## config.mk

```make
export PLATFORM = sky130hd
export DESIGN_NAME = systolic_mac_pe_flat
export DESIGN_NICKNAME = d
export VERILOG_FILES = /design/src/rtl/systolic_mac_pe_if.sv /design/src/rtl/systolic_mac_pe.sv /design/src/flat_wrapper.sv
export SDC_FILE = /design/constraint.sdc
export NUM_CORES = 1
export LEC_CHECK = 0
export ABC_AREA = 1
export CAP_MARGIN = 25
export CORE_UTILIZATION = 55
export DETAILED_ROUTE_END_ITERATION = 16
export PLACE_DENSITY = 0.86
export RECOVER_POWER = 25
export SKIP_LAST_GASP = 1
export SLEW_MARGIN = 20
export SYNTH_ARGS = -nofsm -noshare
export SYNTH_HDL_FRONTEND = slang
export SYNTH_SLANG_ARGS = --single-unit
```

## constraint.sdc

```tcl
create_clock -name clk -period 0.9 [get_ports clk]
set_clock_uncertainty 0.2 [all_clocks]
set_input_delay 0.18 -clock clk [delete_from_list [all_inputs] [get_ports clk]]
set_output_delay 0.18 -clock clk [all_outputs]
set_load 0.02 [all_outputs]
```

## src/rtl/systolic_mac_pe_if.sv

```systemverilog
// -----------------------------------------------------------------------------
// systolic_mac_pe_if
//   Groups the operand and partial-sum bus of one systolic MAC processing
//   element.
//
//   Signals:
//     a_in    : operand A arriving from the west neighbour
//     b_in    : operand B arriving from the north neighbour
//     sum_in  : partial sum arriving from the upstream PE
//     sum_out : registered sum_in + a_in*b_in
//     a_out   : registered copy of a_in, towards the east neighbour
//     b_out   : registered copy of b_in, towards the south neighbour
//
//   Modports:
//     slave  : the PE itself (consumes *_in, produces *_out)
//     master : whatever surrounds the PE (array fabric or testbench)
// -----------------------------------------------------------------------------
interface systolic_mac_pe_if #(
    parameter int DATA_W = 8,
    parameter int SUM_W  = 19
);
    logic [DATA_W-1:0] a_in;
    logic [DATA_W-1:0] b_in;
    logic [SUM_W-1:0]  sum_in;
    logic [SUM_W-1:0]  sum_out;
    logic [DATA_W-1:0] a_out;
    logic [DATA_W-1:0] b_out;

    modport slave (
        input  a_in,
        input  b_in,
        input  sum_in,
        output sum_out,
        output a_out,
        output b_out
    );

    modport master (
        output a_in,
        output b_in,
        output sum_in,
        input  sum_out,
        input  a_out,
        input  b_out
    );
endinterface : systolic_mac_pe_if

```

## src/rtl/systolic_mac_pe.sv

```systemverilog
// -----------------------------------------------------------------------------
// systolic_mac_pe
//   One processing element of an operand-streaming systolic array. Every
//   cycle it multiplies two unsigned operands, adds the product to the
//   incoming partial sum and registers the result. Both operands are also
//   registered and forwarded to the neighbouring PEs. There is no enable and
//   no handshake: a new set of inputs is accepted on every rising edge.
//
//   Ports:
//     clk   : rising-edge clock, all state lives on it
//     reset : asynchronous active-low reset; clears every register at once,
//             release takes effect on the next rising edge
//     bus   : systolic_mac_pe_if.slave (a_in, b_in, sum_in -> sum_out,
//             a_out, b_out), all outputs with exactly one cycle of latency
//
//   Parameters:
//     DATA_W : operand width (unsigned)
//     SUM_W  : partial-sum width; must be at least 2*DATA_W. The default of
//              19 holds the sum of eight full-scale 16-bit products.
// -----------------------------------------------------------------------------
module systolic_mac_pe #(
    parameter int DATA_W = 8,
    parameter int SUM_W  = 19
) (
    input  logic                  clk,
    input  logic                  reset,
    systolic_mac_pe_if.slave      bus
);

    localparam int PROD_W = 2 * DATA_W;

    logic [PROD_W-1:0] product;
    logic [SUM_W-1:0]  sum_d,  sum_q;
    logic [DATA_W-1:0] a_d,    a_q;
    logic [DATA_W-1:0] b_d,    b_q;

    // Multiply-add in a single combinational stage feeding the output
    // registers; the critical path is deliberately multiply plus add.
    always_comb begin
        // NOTE: every signal written here gets a value on every pass through
        // the block, so no latch can be inferred.
        product = '0;
        sum_d   = '0;
        a_d     = '0;
        b_d     = '0;

        // Operands are widened before the multiply so the full unsigned
        // product is formed (8'hFF is 255, never -1).
        product = PROD_W'(bus.a_in) * PROD_W'(bus.b_in);

        // Zero-extended product; the SUM_W-bit result wraps silently on
        // overflow, there is intentionally no saturation or carry out.
        sum_d   = bus.sum_in + SUM_W'(product);
        a_d     = bus.a_in;
        b_d     = bus.b_in;
    end

    always_ff @(posedge clk or negedge reset) begin
        if (!reset) begin
            // NOTE: non-blocking assignments keep every flop sampling the
            // values that existed before this edge, independent of the order
            // of statements.
            sum_q <= '0;
            a_q   <= '0;
            b_q   <= '0;
        end else begin
            sum_q <= sum_d;
            a_q   <= a_d;
            b_q   <= b_d;
        end
    end

    // Outputs come straight from flops: no input-to-output combinational path.
    assign bus.sum_out = sum_q;
    assign bus.a_out   = a_q;
    assign bus.b_out   = b_q;

endmodule : systolic_mac_pe

```

## src/flat_wrapper.sv

```systemverilog
// flat-port wrapper written by rule: the top's interface ports become plain ports
module systolic_mac_pe_flat 
#(
    parameter int DATA_W = 8,
    parameter int SUM_W  = 19
)
  (clk, reset, bus_a_in, bus_b_in, bus_sum_in, bus_sum_out, bus_a_out, bus_b_out);
  systolic_mac_pe_if #(.DATA_W(DATA_W), .SUM_W(SUM_W)) bus_i ();
  input  logic clk;
  input  logic reset;
  input wire logic [$bits(bus_i.a_in)-1:0] bus_a_in;
  input wire logic [$bits(bus_i.b_in)-1:0] bus_b_in;
  input wire logic [$bits(bus_i.sum_in)-1:0] bus_sum_in;
  output wire logic [$bits(bus_i.sum_out)-1:0] bus_sum_out;
  output wire logic [$bits(bus_i.a_out)-1:0] bus_a_out;
  output wire logic [$bits(bus_i.b_out)-1:0] bus_b_out;
  assign bus_i.a_in = bus_a_in;
  assign bus_i.b_in = bus_b_in;
  assign bus_i.sum_in = bus_sum_in;
  assign bus_sum_out = bus_i.sum_out;
  assign bus_a_out = bus_i.a_out;
  assign bus_b_out = bus_i.b_out;
  systolic_mac_pe #(.DATA_W(DATA_W), .SUM_W(SUM_W)) u_core (.clk(clk), .reset(reset), .bus(bus_i));
endmodule
```

==> summary.md <==
| Metric | Value |
|---|---|
| Routed met3 length | around 850 microns |
| Power density cells | 2983 nW/um^2 |
| CTS tree | built |
| Post-Synth XOR/XNOR Area | ~1.6% |
| Largest delay share family, worst path | adder cells |
| GR Overflow Total | 0 |
| Synth area leaders | fa_1 26%, dfrtp_1 23%, inv_1 15%, nand2_1 13%, ha_1 13% |
| Final Cycle Share | 411.5% |
| Die Wd | between 80 and 90 microns |
| Largest family of logic cells by synthesized area | adder cells |
| Sink Count | 35 |
| Share of layout cells above drive strength 1 | between 40% and 50% |
| Core area | 6794 sq um |
| Rows | 30 |
| Detail Placement HPWL | ~7.5 mm |
| Detailed-route DRC error count | 0 |
| Final Util | 89.23% |
| RSZ-0062 raised after global routing | yes |
| Synth unique cells | 19 |
| Status | complete, but fails checks |
| Antenna diodes | 0 |
| Mean routed wirelength per cell | between 15 and 20 microns |
| Worst path cell trace | buf_8, buf_6, nand2_4, inv_2, fa_1, fa_2, fa_1, inv_1, fa_1, inv_2, ha_4, nand2_4, inv_2, nand4_1, nand2_2, nand2_2, nand2_1, nand2_1, nand2_1 |
| Mean number of vias per cell | between 5 and 6 |
| GRT Total Usage | about a third |
| Synth Area per Inst | 7.923 sq um |
| Worst min path class | primary input to flip-flop |
| Vias | 3873 |
| Post-Route WL | approximately 14 mm |
| Syn Inst Count | approximately 500 |
| Endpoint, Worst Hold | u_core.bus.b_out[7] |
| Setup TNS | -53050 ps |
| Mapped Nets | between 600 and 700 |
| Post-synthesis cell area | ~3900 sq um |
| Starting density of the core | 56.91% |
| PortBufs | 71 |
| Met1 Routed Length | 4.744 mm |
| Sequential fraction of the synthesis area | 22.65% |
| Total CTS buffers | 5 |
| Max VDD drop | approximately 2000 uV |
| CP max FO | 4 |
| Fillers | 279 |
| DR pass1 iterations | 5 |
| Synth Area in Simple Gates | 17.96% |
| Setup crit end kind | flip-flop |
| Syn. warnings | 0 |
| GP Congestion | about 0.85 |
| Top layer in use | met4 |
| Largest net degree at the start of global routing | 36 |
| Worst-margin pin slew | around 330 ps |
| Initial antenna violation count | 0 |
| H-tree depth | 2 |
| Failing checks | negative hold slack, negative setup slack |
| Final hold violation count | 5 |
| Critical path class | primary input to flip-flop |
| Synth Register Bits | 35 |
| CP Data Required Time | roughly 940 ps |
| Worst hold margin | -113.5 ps |
| Crit-path max cell delay | 560 ps |
| Synth Area in Compound Gates | under 10% |
| Max-capacitance violation count | 0 |
| Clk root buf | clkbuf_8 |
| Crit path DAT | roughly 3800 ps |
| Cts hold-fix bufs | 8 |
| DIE HEIGHT | approximately 86 microns |
| Yosys top cell area share | roughly 26% |
| Hold_sp | bus_b_in[7] |
| Layout overhead on the synthesized area | 56.80% |
| Slowest CP cell | fa_1 |
| Antenna Violating Nets Remaining | 0 |
| Final worst slack | -2804 ps |
| # setup viols final | 54 |
| Final Critical Period | ~3700 ps |
| Mux share of post-synthesis cell area | 0% |
| Crit path buf inv count | 6 |
| Initial DRC count | 259 |
| Adder-cell share of the synthesized area | about two fifths |
| Hold path depth | 2 |
| Max Slew Vio Count | 0 |
| Die Footprint | ~7400 sq um |
| Met2 wire len | between 7 and 8 mm |
| Area leader, netlist | fa_1 |
| CTS max path bufs | 2 |
| First-pass GRT wire length | between 15 and 20 mm |
| Vias in the first global route | 4163 |
| IO Count | 72 |
| Worst slew margin | between 70 and 80% |
| Peak Freq | ~270 MHz |
| Startpoint types | primary input |
| Final net count | around 750 |
| P_leak | between 0.003 and 0.004 uW |
| CTS clock-pin slew for the worst setup and hold paths | around 80 ps |
| DP Worst Slack | -3448 ps |
-- kinds of logic (layout without fill, tap and decap cells) --
group / after synthesis / in the layout
compound gates: 9 / 9
xor+xnor: 7 / 7
fa+ha+maj: 91 / 91
buf+inv: 176 / 314
flops: 35 / 35
simple gates: 170 / 170
-- stage by stage --
| step | instances | cell area, sq um | hold slack [ps] | total power [uW] |
|---|---|---|---|---|
| global placement | 685 | 5201 | 373.0 | 12000 |
| CTS | 718 | 5843 | -115.4 | 15790 |
| finish | 722 | 6062 | -113.5 | 18080 |
| floorplan | 488 | 4322 | -315.6 | 9100 |
| global route | 722 | 6062 | -122.7 | 18980 |
| detailed placement | 685 | 5201 | 396.0 | 12450 |
-- sequential cells by signal, indices dropped and copies added, names as in the netlist --
name,flops
u_core.bus.a_out,8
u_core.bus.b_out,8
u_core.bus.sum_out,19
-- metal layers --
metal | track usage (%) | vias to the layer above
li1 | - | 1639
met4 | 17.73 | 0
met3 | 5.486 | 102
met5 | 0 | -
met1 | 35.28 | 1873
met2 | 64.65 | 259
-- worst max-delay path by stage --
stage | from | to | cells after the start
4_1_cts | bus_b_in[7] | u_core.bus.sum_out[16] | 19
5_1_grt | bus_b_in[7] | u_core.bus.sum_out[17] | 19
3_3_place_gp | bus_a_in[6] | u_core.bus.sum_out[15] | 15
2_1_floorplan | bus_a_in[2] | u_core.bus.sum_out[16] | 17
3_5_place_dp | bus_a_in[6] | u_core.bus.sum_out[13] | 18
6_report | bus_b_in[7] | u_core.bus.sum_out[17] | 19
-- cell usage after synthesis (all sizes together) --
cell type	n
a21oi	9
clkbuf	16
dfrtp	35
fa	50
ha	41
inv	160
nand2	143
nand3	11
nand3b	1
nand4	2
nor2	9
nor3	3
or2	1
xnor2	3
xor2	4
-- placed cells by master, fill, tap and decap left out, types with 3 or more instances in the layout --
cell / netlist / final
buf_8: 0 / 4
nand2_1: 138 / 86
nand2_4: 0 / 19
nor2_1: 9 / 6
nand3_1: 11 / 5
buf_12: 0 / 4
fa_2: 0 / 7
clkbuf_8: 0 / 5
clkbuf_1: 16 / 4
inv_1: 155 / 122
dlygate4sd3_1: 0 / 5
xnor2_1: 3 / 3
nand2_2: 5 / 38
a21oi_2: 1 / 4
buf_4: 0 / 41
a21oi_1: 7 / 3
inv_4: 0 / 3
clkdlybuf4s50_1: 0 / 13
nand3_2: 0 / 4
dfrtp_1: 35 / 35
ha_1: 41 / 27
buf_6: 0 / 64
ha_4: 0 / 14
dlygate4sd2_1: 0 / 5
inv_2: 5 / 35
fa_1: 50 / 43
dlymetal6s4s_1: 0 / 3
-- where the power goes --
group          switching (uW)  internal [uW]  total (uW)  leakage, uW
Clock                     691           1110        1800    0.0000644
Sequential                194           2050        2240     0.000409
Combinational            7800           6240       14000      0.00298
-- timing repair --
| item | 4_1_cts | 5_1_grt |
|---|---|---|
| setup buffers | 17 | 5 |
| endpoints found under the hold margin | 14 | 7 |
| pin swaps | 73 | 31 |
| gates resized for setup | 393 | 62 |
| setup endpoints to repair | 57 | 57 |
-- area by class of cell --
class                           instances  area [sq um]  area share, %
Multi-Input combinational cell        277          2851          47.04
Timing Repair Buffer                  146          1470          24.25
Sequential cell                        35         875.8          14.45
Inverter                              160         608.1          10.03
Tap cell                               96         120.1          1.981
Clock buffer                            5         68.82          1.135
Clock inverter                          3         67.56          1.115
No activity file was read; power rests on OpenSTA's default activity.
